## config.mk

```make
export PLATFORM = sky130hd
export DESIGN_NAME = uart_tx_param
export DESIGN_NICKNAME = d
export VERILOG_FILES = /design/src/rtl/uart_pkg.sv /design/src/rtl/uart_baud_tick.sv /design/src/rtl/uart_tx_param.sv
export SDC_FILE = /design/constraint.sdc
export NUM_CORES = 1
export LEC_CHECK = 0
export CORE_MARGIN = 2
export CORE_UTILIZATION = 40
export CTS_CLUSTER_DIAMETER = 150
export DETAILED_ROUTE_END_ITERATION = 7
export DONT_BUFFER_PORTS = 1
export GPL_TIMING_DRIVEN = 0
export PLACE_DENSITY_LB_ADDON = 0.1
export SETUP_SLACK_MARGIN = 0.2
export SLEW_MARGIN = 20
export SYNTH_ARGS = -nofsm -noshare
export SYNTH_HDL_FRONTEND = slang
export SYNTH_HIERARCHICAL = 1
export SYNTH_SLANG_ARGS = --single-unit
```

## constraint.sdc

```tcl
create_clock -name i_CLK -period 1.9 [get_ports i_CLK]
set_input_delay 0.19 -clock i_CLK [delete_from_list [all_inputs] [get_ports i_CLK]]
set_output_delay 0.19 -clock i_CLK [all_outputs]
set_load 0.05 [all_outputs]
```

## src/rtl/uart_pkg.sv

```systemverilog
// Definitions shared by the UART transmitter and the future receiver:
// FSM state encoding, parity mode codes and the parity helper.
package uart_pkg;

    typedef enum logic [2:0] {
        S_IDLE   = 3'd0,
        S_START  = 3'd1,
        S_DATA   = 3'd2,
        S_PARITY = 3'd3,
        S_STOP   = 3'd4
    } uart_state_e;

    localparam int unsigned PAR_NONE      = 32'd0;
    localparam int unsigned PAR_EVEN      = 32'd1;
    localparam int unsigned PAR_ODD       = 32'd2;
    localparam int unsigned MAX_DATA_BITS = 32'd9;

    // Callers zero-extend narrower words, which leaves the XOR unchanged.
    function automatic logic calc_parity(input logic [MAX_DATA_BITS-1:0] data,
                                         input logic                     odd);
        return (^data) ^ odd;
    endfunction

endpackage

```

## src/rtl/uart_baud_tick.sv

```systemverilog
// Bit-period timer: pulses o_TICK on the last cycle of every CLKS_PER_BIT
// period and restarts from zero whenever i_EN rises.
module uart_baud_tick #(
    parameter int unsigned CLKS_PER_BIT = 32'd16
) (
    input  logic i_CLK,
    input  logic i_RST,
    input  logic i_EN,
    output logic o_TICK
);

    localparam int unsigned      CNT_W    = $clog2(CLKS_PER_BIT);
    localparam logic [CNT_W-1:0] CNT_LAST = CNT_W'(CLKS_PER_BIT - 32'd1);
    localparam logic [CNT_W-1:0] CNT_PRE  = CNT_W'(CLKS_PER_BIT - 32'd2);

    logic [CNT_W-1:0] r_cnt;
    logic             r_tick;

    // Counter held at zero while disabled; the tick is registered one count early
    always_ff @(posedge i_CLK) begin
        if (i_RST || !i_EN) begin
            r_cnt  <= '0;
            r_tick <= 1'b0;
        end else begin
            r_cnt  <= (r_cnt == CNT_LAST) ? '0 : r_cnt + 1'b1;
            r_tick <= (r_cnt == CNT_PRE);
        end
    end

    assign o_TICK = r_tick;

endmodule

```

## src/rtl/uart_tx_param.sv

```systemverilog
// Parametrised UART transmitter: valid/ready input, configurable data width,
// optional parity, one or two stop bits, registered serial output.
module uart_tx_param
    import uart_pkg::*;
#(
    parameter int unsigned CLKS_PER_BIT = 32'd16,
    parameter int unsigned DATA_BITS    = 32'd8,
    parameter int unsigned PARITY_MODE  = 32'd0,
    parameter int unsigned STOP_BITS    = 32'd1
) (
    input  logic                 i_CLK,
    input  logic                 i_RST,
    input  logic [DATA_BITS-1:0] i_DATA,
    input  logic                 i_VALID,
    output logic                 o_READY,
    output logic                 o_TX,
    output logic                 o_BUSY,
    output logic                 o_DONE
);

    if (CLKS_PER_BIT < 32'd2 || DATA_BITS < 32'd5 || DATA_BITS > MAX_DATA_BITS ||
        PARITY_MODE > PAR_ODD || (STOP_BITS != 32'd1 && STOP_BITS != 32'd2)) begin : g_bad_params
        $error("uart_tx_param: illegal parameter set");
    end

    localparam int unsigned          BIT_CNT_W  = $clog2(DATA_BITS + 32'd1);
    localparam logic [BIT_CNT_W-1:0] LAST_BIT   = BIT_CNT_W'(DATA_BITS - 32'd1);
    localparam logic                 LAST_STOP  = 1'(STOP_BITS - 32'd1);
    localparam logic                 HAS_PARITY = (PARITY_MODE != PAR_NONE);

    uart_state_e            r_state;
    logic [DATA_BITS-1:0]   r_shift;
    logic                   r_parity;
    logic [BIT_CNT_W-1:0]   r_bit_cnt;
    logic                   r_stop_cnt;
    logic                   r_tx;
    logic                   r_ready;
    logic                   r_busy;
    logic                   r_done;
    logic                   w_tick;
    logic                   w_parity;

    assign w_parity = calc_parity(MAX_DATA_BITS'(i_DATA), PARITY_MODE == PAR_ODD);

    uart_baud_tick #(
        .CLKS_PER_BIT(CLKS_PER_BIT)
    ) u_baud (
        .i_CLK (i_CLK),
        .i_RST (i_RST),
        .i_EN  (r_busy),
        .o_TICK(w_tick)
    );

    // Frame sequencer; o_TX is always loaded with the level of the state being entered
    always_ff @(posedge i_CLK) begin
        if (i_RST) begin
            r_state    <= S_IDLE;
            r_shift    <= '0;
            r_parity   <= 1'b0;
            r_bit_cnt  <= '0;
            r_stop_cnt <= 1'b0;
            r_tx       <= 1'b1;
            r_ready    <= 1'b1;
            r_busy     <= 1'b0;
            r_done     <= 1'b0;
        end else begin
            r_done <= 1'b0;
            case (r_state)
                S_IDLE: begin
                    if (i_VALID && r_ready) begin
                        r_shift   <= i_DATA;
                        r_parity  <= w_parity;
                        r_bit_cnt <= '0;
                        r_state   <= S_START;
                        r_tx      <= 1'b0;
                        r_ready   <= 1'b0;
                        r_busy    <= 1'b1;
                    end else begin
                        r_tx    <= 1'b1;
                        r_ready <= 1'b1;
                        r_busy  <= 1'b0;
                    end
                end
                S_START: begin
                    if (w_tick) begin
                        r_state <= S_DATA;
                        r_tx    <= r_shift[0];
                    end
                end
                S_DATA: begin
                    if (w_tick) begin
                        if (r_bit_cnt == LAST_BIT) begin
                            r_bit_cnt <= '0;
                            if (HAS_PARITY) begin
                                r_state <= S_PARITY;
                                r_tx    <= r_parity;
                            end else begin
                                r_state    <= S_STOP;
                                r_tx       <= 1'b1;
                                r_stop_cnt <= 1'b0;
                            end
                        end else begin
                            r_bit_cnt <= r_bit_cnt + 1'b1;
                            r_shift   <= r_shift >> 1;
                            r_tx      <= r_shift[1];
                        end
                    end
                end
                S_PARITY: begin
                    if (w_tick) begin
                        r_state    <= S_STOP;
                        r_tx       <= 1'b1;
                        r_stop_cnt <= 1'b0;
                    end
                end
                S_STOP: begin
                    if (w_tick) begin
                        if (r_stop_cnt == LAST_STOP) begin
                            r_state <= S_IDLE;
                            r_tx    <= 1'b1;
                            r_ready <= 1'b1;
                            r_busy  <= 1'b0;
                            r_done  <= 1'b1;
                        end else begin
                            r_stop_cnt <= 1'b1;
                        end
                    end
                end
                default: begin
                    r_state <= S_IDLE;
                    r_tx    <= 1'b1;
                    r_ready <= 1'b1;
                    r_busy  <= 1'b0;
                end
            endcase
        end
    end

    assign o_READY = r_ready;
    assign o_TX    = r_tx;
    assign o_BUSY  = r_busy;
    assign o_DONE  = r_done;

endmodule

```

After elaboration in Yosys (flattened, before gate mapping)

Cells that the tools add are included.

Flip-flop bits (word level): 25
Latch bits: 0
RAM bits: 0
Bits in read-only memories: 0
Input bits: 11
Output and inout bits: 4
Logic and storage cells: 81
Memories: 0

Add/sub/neg operators: 2
$mul: 0
Divide/modulo/power cells: 0
Order comparisons: 0
Eq/ne operators: 15
Shift operators: 0
Multiplexer cells: 36
Bitwise gates (word level): 3
Reductions and logical operators: 15

Operators with widths:

| cell                  | number |
|---|---|
| $mux W8               | 3 |
| $mux W3               | 7 |
| $mux W1               | 16 |
| $pmux W8 S2           | 1 |
| $pmux W3 S5           | 1 |
| $mux W4               | 3 |
| $reduce_and A5 Y1     | 2 |
| $pmux W1 S3           | 3 |
| $add A4 B1 Y4 const B | 2 |
| $eq A4 B4 Y1 const B  | 2 |
| $ne A2 B1 Y1 const B  | 4 |
| $ne A2 B2 Y1 const B  | 4 |
| $pmux W4 S2           | 1 |
| $reduce_and A7 Y1     | 1 |
| $eq A3 B2 Y1 const B  | 2 |
| $reduce_and A3 Y1     | 2 |
| $reduce_or A3 Y1      | 2 |
| $pmux W1 S5           | 1 |
| $eq A4 B3 Y1 const B  | 1 |
| $reduce_and A4 Y1     | 1 |
| $eq A3 B1 Y1 const B  | 1 |
| $eq A3 B3 Y1 const B  | 1 |
| $logic_not A3 Y1      | 1 |
| $not A1 Y1            | 3 |
| 6 further kinds       | 6 |

Longest topological paths before layout

Gate-level depths: netlist (run 1).

Depth in word-level cells: 4
Depth in mapped cells: 6
Depth with buffers taken out: 5

By module

Netlist (run 1), hierarchy kept.

By module, submodules not included:

| module         | instances | cells an instance | area each (um2) | sequential area each (um2) |
|---|---|---|---|---|
| uart_tx_param  | 1         | 102               | 984.7           | 380.4 |
| uart_baud_tick | 1         | 19                | 197.7           | 100.1 |

Least setup slack after synthesis (run 1)

No wires, ideal clock.

Path type: flip-flop to flip-flop
Start: register r_ready, in the netlist o_READY
End: register r_shift[1]
Arrival: 1.649 ns
Required time: 1.821 ns
Slack: 0.172 ns
Stages on the path, launching flop included: 6
Path buffers: 1
Clock period less this slack: 1.728 ns
Path through: dfxtp_1 nand3b_1 a211oi_4 buf_6 nor2_1 a211oi_2

Longest elaborated chain between the ends: 3

RTL lines:

| what                        | line                 | RTL |
|---|---|---|
| start: declaration          | uart_tx_param.sv:37  | `logic r_ready;` |
| start signal: assignment    | uart_tx_param.sv:63  | `r_ready <= 1'b1;` |
| start signal: assignment    | uart_tx_param.sv:76  | `r_ready <= 1'b0;` |
| start signal: assignment    | uart_tx_param.sv:80  | `r_ready <= 1'b1;` |
| $logic_and A1 B1 Y1         | uart_tx_param.sv:70  | `if (i_VALID && r_ready) begin` |
| $ne A2 B2 Y1 (no line)      | --                   |  |
| $reduce_and A4 Y1 (no line) | --                   |  |
| end signal: assignment      | uart_tx_param.sv:71  | `r_shift <= i_DATA;` |
| end signal: assignment      | uart_tx_param.sv:104 | `r_shift <= r_shift >> 1;` |
| end: declaration            | uart_tx_param.sv:32  | `logic [DATA_BITS-1:0] r_shift;` |

No other way between the ends.
A chain may end at the register's enable or synchronous reset.

Final worst setup path (run 1)

Start: register r_state[2]
End: register r_tx, in the netlist o_TX

Longest elaborated chain between the ends: 3

RTL lines:

| what                                                          | line                 | RTL |
|---|---|---|
| start: declaration                                            | uart_tx_param.sv:31  | `uart_state_e r_state;` |
| start signal: assignment                                      | uart_tx_param.sv:57  | `r_state <= S_IDLE;` |
| start signal: assignment                                      | uart_tx_param.sv:74  | `r_state <= S_START;` |
| start signal: assignment                                      | uart_tx_param.sv:86  | `r_state <= S_DATA;` |
| $eq A3 B1 Y1, or another cell as far along                    | uart_tx_param.sv:68  | `case (r_state)` |
| $ne A2 B1 Y1 (no line) / $ne A2 B2 Y1 (equally long branches) | --                   |  |
| $reduce_and A5 Y1 (no line)                                   | --                   |  |
| end signal: assignment                                        | uart_tx_param.sv:87  | `r_tx <= r_shift[0];` |
| end signal: assignment                                        | uart_tx_param.sv:96  | `r_tx <= r_parity;` |
| end signal: assignment                                        | uart_tx_param.sv:105 | `r_tx <= r_shift[1];` |
| end: declaration                                              | uart_tx_param.sv:36  | `logic r_tx;` |

Several ways; a longest one is shown, not always the timed one.

==> reports/metrics.cfg, run 1 <==
[yosys]
ys_types=43
syn_inst=121
ys_warn_count=6
syn_avg_cell_area_um2=9.77
synth_nets=135
synth_ff_type=dfxtp_1
async_reset_ff_share_pct=0
seq_area_frac_synth_pct=40.6
synth-edff-count=0
synth_area_mm2=0.00118
ys_seq_elements=24

[power_and_ir_drop]
switching_share_pct=26.0
power-per-cell-area_mw_per_mm2=737
p_switching_uw=243
pwr-share-comb_pct=11.0
clkPwrFrac_pct=29.1
ir_drop_uv=364
seqPwrFrac_pct=59.8
p_int_uw=692
p_leak_uw=0.000468

[min_path]
worstHoldPathType=input port to flip-flop
hp-start=i_DATA[7]
whs_endpoint=r_shift[7]
whs_path_depth=2

[global_route]
antenna_found_initial=0
grt_overflow=0
grt_pass1_wl_um=3920
grt_start_max_net_pins=14
grt_pass1_vias=864
track_usage_pct=14.8

[setup_path]
crit_type=flip-flop to flip-flop
required_ns=2.12
rr_worst_depth=5
r2r_end=o_TX
r2r_start=r_state[2]
crit_fanout=10
cp-end-kind=flip-flop
slowest_delay_ns=0.48
r2r_slack_ns=0.30
crit_path_start_kind=flip-flop
worstPathCellList=buf_6 -> or4b_4 -> o21ai_2 -> nand4_1 -> a221o_1
critPathArrivalTime_ns=1.82
critPathSlowestCell=or4b_4

[job]
cap_violations=0

[clock_tree]
ctsHoldBuffers=0
cts_buffers=3
clock-sinks=24
insertion_delay_ns=0.31
clock_path_buffers=2
clk_pin_slew_ns=0.14
cts_tree=yes
root_buffer=clkbuf_4
htree_levels=1

[die]
coreArea_mm2=0.00278
row_count=19
dieArea_mm2=0.00341
io_pins=15
start_util_pct=42.5
fp.dieH_um=58.4
fp.dieW_um=58.4

[finish]
drive_gt1_share_pct=19.8
layout_commonest_cell=dfxtp_1
n_fill_cell=283
area_growth_pct=7.41
final_util_pct=45.7
n_antenna_cell=0
final_nets=141
layout_common_cells=dfxtp_1, nor2_1, mux2i_1

[timing]
whs_ns=0.0310
timing.setup.tns_ns=0
fmaxAchievable_ghz=0.626
finalHoldViolCount=0
finalCriticalPeriod_ns=1.60
setup_viol=0
finClkSkew_ns=0.00145
rsz0062_at_grt=no
slew_violations=0
min_period_over_period_pct=84.1
max_slew_margin_pct=65.1
worstMarginPinSlew_ns=0.522

[detailed_routing]
drc=0
wire_per_inst_um=14.2
dr_total_vias=894
drt_pass1_iterations=4
initialDrtViolationCount=17
viasPerCell=5.69
routed_wl_um=2230
ant_nets=0

[place]
gp_congestion=0.788
dp_hpwl_um=1630
portBuffers=0

[run_status]
status=finished, final reports clean

==> stage by stage <==
stage | area [um^2] | std cells | total power (uW) | worst slack [ns]
3_3_place_gp | 1220 | 152 | 670 | 0.215
4_1_cts | 1260 | 156 | 947 | 0.243
6_report | 1270 | 157 | 936 | 0.302
3_5_place_dp | 1220 | 152 | 673 | 0.205
2_1_floorplan | 1180 | 121 | 653 | 0.374
5_1_grt | 1270 | 157 | 985 | 0.208
==> flip-flops by register name (all words and copies together) (netlist names) <==
register,flops
r_shift,8
u_baud/o_TICK,1
o_DONE,1
r_state,3
u_baud/r_cnt,4
o_TX,1
r_bit_cnt,4
o_BUSY,1
o_READY,1
==> critical path: cells and delay by family, from the launching register on <==
family          cells  cell delay [ns]
simple gates        2             0.59
compound gates      2             0.44
flops               1             0.35
buf+inv             1             0.14
==> cell families (layout without fill, tap and decap cells) <==
| kind of cell | Yosys count | after routing | synth area share, % |
|---|---|---|---|
| XOR/XNOR | 2 | 2 | 1.48 |
| adder cells (fa/ha/maj) | 3 | 3 | 3.17 |
| AO/OA/AOI/OAI | 27 | 27 | 17.6 |
| flip-flops | 24 | 24 | 40.6 |
| AND/OR/NAND/NOR | 47 | 47 | 24.3 |
| buffers and inverters | 9 | 14 | 5.08 |
| multiplexers | 9 | 9 | 7.73 |
==> how the worst max path moves through the flow <==
stage                  from          to  slack (ns)  cells past startpoint
3_5_place_dp        o_READY  r_shift[0]        0.21                      5
3_3_place_gp        o_READY  r_shift[0]        0.21                      5
6_report         r_state[2]        o_TX        0.30                      5
2_1_floorplan    r_state[2]        o_TX        0.37                      5
4_1_cts          r_state[1]  r_shift[1]        0.24                      6
5_1_grt        r_bit_cnt[1]  r_state[2]        0.21                      5
==> cells in the mapped netlist, types with 3 or more instances <==
cell / number / share of area (%)
a21oi_1: 5 / 2.1
and3b_1: 3 / 2.2
nand3_1: 4 / 1.7
mux2i_1: 8 / 6.8
nor3_1: 3 / 1.3
a211oi_1: 5 / 3.2
dfxtp_1: 24 / 41
nand2b_1: 3 / 1.6
buf_2: 3 / 1.3
buf_6: 3 / 2.9
ha_1: 3 / 3.2
o21ai_0: 5 / 2.1
nand2_1: 4 / 1.3
nor2_1: 13 / 4.1
==> routing by layer <==
| layer | track usage [%] | part of all wire, % | up-vias |
|---|---|---|---|
| li1 | - | - | 452 |
| met1 | 19.6 | 48 | 431 |
| met2 | 24.1 | 49 | 9 |
| met3 | 2.42 | 2.8 | 2 |
| met4 | 5.98 | 0.63 | 0 |
| met5 | 0 | 0 | - |
==> power by group through the flow <==
stage                     Sequential, uW  Clock (uW)  Combinational (uW)
final                                560         272                 103
after global routing                 564         304                 116
after CTS                            561         285                 101
after detailed placement             572           0                 101
after global placement               571           0                99.1
after floorplan                      568           0                84.4
==> cell type report <==
type / count / area, um^2 / share of cell area (%)
multi-input combinational: 88 / 642 / 50.5
sequential: 24 / 485 / 38.2
buffer: 8 / 56.3 / 4.43
tap: 31 / 38.8 / 3.05
clock buffer: 4 / 36.3 / 2.86
timing repair buffer: 1 / 7.51 / 0.591
inverter: 1 / 3.75 / 0.296
==> repair_timing <==
item,in CTS,in global routing
setup buffers,0,1
pin swaps,0,1
resized for setup,1,1
setup endpoints to repair,3,4
gates cloned,0,0
Note: power is estimated with default switching activity, not from simulation.
==> run 2: changes to the inputs <==
- clock period: 1.9 -> 1.3 ns (I/O delays scaled with it)
==> reports/metrics.cfg, run 2 (same netlist as run 1, synthesis figures left out) <==
[die]
row_count=19
fp.dieW_um=58.4
start_util_pct=42.5
io_pins=15
dieArea_mm2=0.00341
fp.dieH_um=58.4
coreArea_mm2=0.00278

[min_path]
whs_endpoint=o_TX
whs_path_depth=2
hp-start=i_VALID
worstHoldPathType=input port to flip-flop

[setup_path]
crit_type=flip-flop to flip-flop
crit_path_start_kind=flip-flop
r2r_start=r_bit_cnt[0]
r2r_end=r_shift[5]
r2r_slack_ns=-0.25
rr_worst_depth=6
crit_fanout=5
critPathArrivalTime_ns=1.79
required_ns=1.54
cp-end-kind=flip-flop

[finish]
n_antenna_cell=0
n_fill_cell=271
largest_register_ffs=8
multi_input_area_um2=749
fin_area_mm2=0.00154
reg.largest.list=r_shift (8), r_bit_cnt (4), u_baud/r_cnt (4)
final_nets=158
regMostFlops=r_shift
layout_common_cells=buf_4, dfxtp_1, mux2i_1, nor2_2, a211oi_2
drive_gt1_share_pct=46.9
regArea_um2=500
area_growth_pct=30.5
fin_cells=174

[detailed_routing]
initialDrtViolationCount=14
viasPerCell=5.64
routed_wl_um=2620
drc=0
wire_per_inst_um=15.0
dr_total_vias=982
drt_pass1_iterations=4
ant_nets=0

[place]
dp_slack_ns=-0.341
placed_cell_area_mm2=0.00126
gp_congestion=0.754
dp_hpwl_um=1680
placedCellCount=152
portBuffers=0

[global_route]
grt_pass1_wl_um=4260
antenna_found_initial=0
grt_overflow=0
grt_pass1_vias=966
track_usage_pct=16.2
grt_start_max_net_pins=14

[timing]
finalCriticalPeriod_ns=1.55
min_period_over_period_pct=119
fmaxAchievable_ghz=0.646
worst_slack_ns=-0.249
slew_violations=0
worstMarginPinSlew_ns=0.627
finClkSkew_ns=0.0107
finalHoldViolCount=0
setup_viol=16
max_slew_margin_pct=58.2
rsz0062_at_grt=yes
whs_ns=0.0339

[run_status]
violations=negative setup slack
status=complete, but fails checks

[clock_tree]
htree_levels=1
clock_path_buffers=2
clk_pin_slew_ns=0.14
insertion_delay_ns=0.31
root_buffer=clkbuf_4
clock-sinks=24
cts_buffers=3
cts_tree=yes

[power_and_ir_drop]
power-per-cell-area_mw_per_mm2=922
ir_drop_uv=742
p_leak_uw=0.000569

[job]
cap_violations=0

run 2: worst max-delay path: stages (launching register included):
cell      delay [ns]
dfxtp_4         0.37
ha_4            0.16
and4b_2         0.23
a211oi_4        0.33
buf_4           0.19
nor2_2          0.03
a211oi_2        0.17
run 2: worst max path at each step:
stage,start,end,slack [ns],cells after the start
2_1_floorplan,r_state[2],o_TX,-0.18,5
3_3_place_gp,r_state[1],r_shift[1],-0.34,6
3_5_place_dp,r_state[1],r_shift[1],-0.34,6
4_1_cts,r_state[2],o_TX,-0.24,5
5_1_grt,r_bit_cnt[0],r_shift[5],-0.33,6
6_report,r_bit_cnt[0],r_shift[5],-0.25,6
run 2: layout make-up:
type | count | area share, %
Timing Repair Buffer | 18 | 9.49
Buffer | 8 | 4.38
Sequential cell | 24 | 32.4
Tap cell | 31 | 2.51
Multi-Input combinational cell | 88 | 48.6
Clock buffer | 4 | 2.35
Inverter | 1 | 0.243
run 2: layer usage:
layer / GRT usage (%) / routed length [um] / up-vias
li1: - / - / 487
met1: 20.6 / 1260 / 477
met2: 26.8 / 1270 / 14
met3: 2.64 / 71 / 4
met4: 7.31 / 16 / 0
met5: 0 / 0 / -
run 2: what timing repair did:
action / CTS / global route
gates cloned: 1 / 1
setup endpoints to repair: 20 / 21
hold buffers: 3 / 0
resized for setup: 16 / 21
buffers inserted: 8 / 5
pin swaps: 8 / 12
endpoints found under the hold margin: 3 / 0
run 2: stage by stage:
| stage | TNS, ns | utilization (%) | power [uW] |
|---|---|---|---|
| final | -2.60 | 55.5 | 1420 |
| after global routing | -3.96 | 55.5 | 1490 |
| after CTS | -2.59 | 51.2 | 1420 |
| after detailed placement | -3.01 | 45.2 | 992 |
| after global placement | -2.93 | 45.2 | 987 |
| after floorplan | -0.948 | - | 961 |
run 2: power breakdown:
group	total [uW]	switching (uW)	internal (uW)
registers	820	52.8	767
logic	208	107	101
clock network	395	224	171
total	1420	384	1040
==> run 3: changes to the inputs <==
- TNS_END_PERCENT: not set -> 30
==> reports/metrics.cfg, run 3 (same netlist as run 1, synthesis figures left out) <==
[power_and_ir_drop]
power-per-cell-area_mw_per_mm2=947
p_leak_uw=0.000528
ir_drop_uv=511
p_total_uw=1350

[global_route]
grt_start_max_net_pins=14
track_usage_pct=14.7
grt_pass1_vias=871
grt_overflow=0
antenna_found_initial=0
grt_pass1_wl_um=3840

[setup_path]
cp-end-kind=flip-flop
critPathSlowestCell=or4b_4
crit_type=flip-flop to flip-flop
required_ns=1.52
cp_num_buf_inv=1
crit_path_start=r_state[2]
r2r_start=r_state[2]
worstPathCellList=buf_6 -> or4b_4 -> o21ai_2 -> nand4_1 -> a221o_1
slowest_delay_ns=0.47
critPathArrivalTime_ns=1.76
cp_top_family=simple AND/OR/NAND/NOR gates
crit_fanout=7
crit_path_start_kind=flip-flop

[timing]
worst_slack_ns=-0.242
timing.setup.tns_ns=-2.59
finClkSkew_ns=0.00678
finalHoldViolCount=0
min_period_over_period_pct=119
max_slew_margin_pct=59.2
slew_violations=0
finalCriticalPeriod_ns=1.54
fmaxAchievable_ghz=0.648
setup_viol=17
rsz0062_at_grt=yes
worstMarginPinSlew_ns=0.612

[detailed_routing]
drc=0
initialDrtViolationCount=12
drt_pass1_iterations=4
dr_total_vias=904
ant_nets=0
viasPerCell=5.41
wire_per_inst_um=14.3
routed_wl_um=2380

[clock_tree]
clk_pin_slew_ns=0.13
cts_tree=yes
insertion_delay_ns=0.31
htree_levels=1
clock_path_buffers=2
cts_buffers=3
clock-sinks=24
root_buffer=clkbuf_4

[finish]
reg.largest.list=r_shift (8), r_bit_cnt (4), u_baud/r_cnt (4)
multi_input_area_um2=696
layout_common_cells=dfxtp_1, nor2_1, mux2i_1, buf_4, buf_6
regMostFlops=r_shift
n_antenna_cell=0
drive_gt1_share_pct=35.3
fin_area_mm2=0.00143
final_nets=151
regArea_um2=500
largest_register_ffs=8
area_growth_pct=20.7
n_fill_cell=262
layout_commonest_cell=dfxtp_1

[die]
dieArea_mm2=0.00341
start_util_pct=42.5
fp.dieH_um=58.4
fp.dieW_um=58.4
row_count=19
coreArea_mm2=0.00278
io_pins=15

[place]
dp_hpwl_um=1600
dp_slack_ns=-0.326
placed_cell_area_mm2=0.00125
portBuffers=0
gp_congestion=0.746

[min_path]
worstHoldPathType=input port to flip-flop
hp-start=i_VALID

[run_status]
violations=negative setup slack
status=complete, but fails checks

[job]
cap_violations=0

==> run 3: power breakdown <==
group	total (uW)	leakage [uW]	switching (uW)	internal, uW
clock network	344	0.0000150	224	120
logic	190	0.000313	94.4	96.0
registers	818	0.000200	51.3	767
==> run 3: worst paths after layout <==
| check | end | slack (ns) | cells past startpoint |
|---|---|---|---|
| max | o_TX | -0.24 | 5 |
| min | o_TX | 0.03 | 2 |
| max reg2reg | o_TX | -0.24 | 5 |
| min reg2reg | u_baud/r_cnt[0] | 0.48 | 1 |
==> run 3: routing by layer <==
| layer | routed length (um) | global-route usage, % | vias up |
|---|---|---|---|
| met5 | 0 | 0 | - |
| met1 | 1160 | 19.9 | 421 |
| met2 | 1120 | 23.3 | 11 |
| met3 | 81 | 2.42 | 2 |
| met4 | 19 | 5.98 | 0 |
| li1 | - | - | 470 |
==> run 3: metrics by stage <==
step / cells / utilization (%) / hold WS (ns)
2_1_floorplan: 121 / - / 0.293
6_report: 167 / 51.3 / 0.0306
3_3_place_gp: 152 / 45.0 / 0.300
3_5_place_dp: 152 / 45.0 / 0.305
5_1_grt: 167 / 51.3 / 0.0221
4_1_cts: 166 / 50.1 / 0.0157
==> run 3: what timing repair did <==
item,in CTS,in global routing
gates resized for setup,14,10
pin swaps,9,2
gates cloned,1,0
endpoints found under the hold margin,3,0
setup endpoints to repair,26,26
hold buffers,3,0
buffers inserted,6,1
==> run 3: final cells by class <==
class,instances,share of cell area (%)
flip-flops and latches,24,35.1
repair buffers,11,6.84
multi-input cells,88,48.7
inverters,1,0.263
plain buffers,8,4.56
well taps,31,2.72
clock buffers,4,1.84
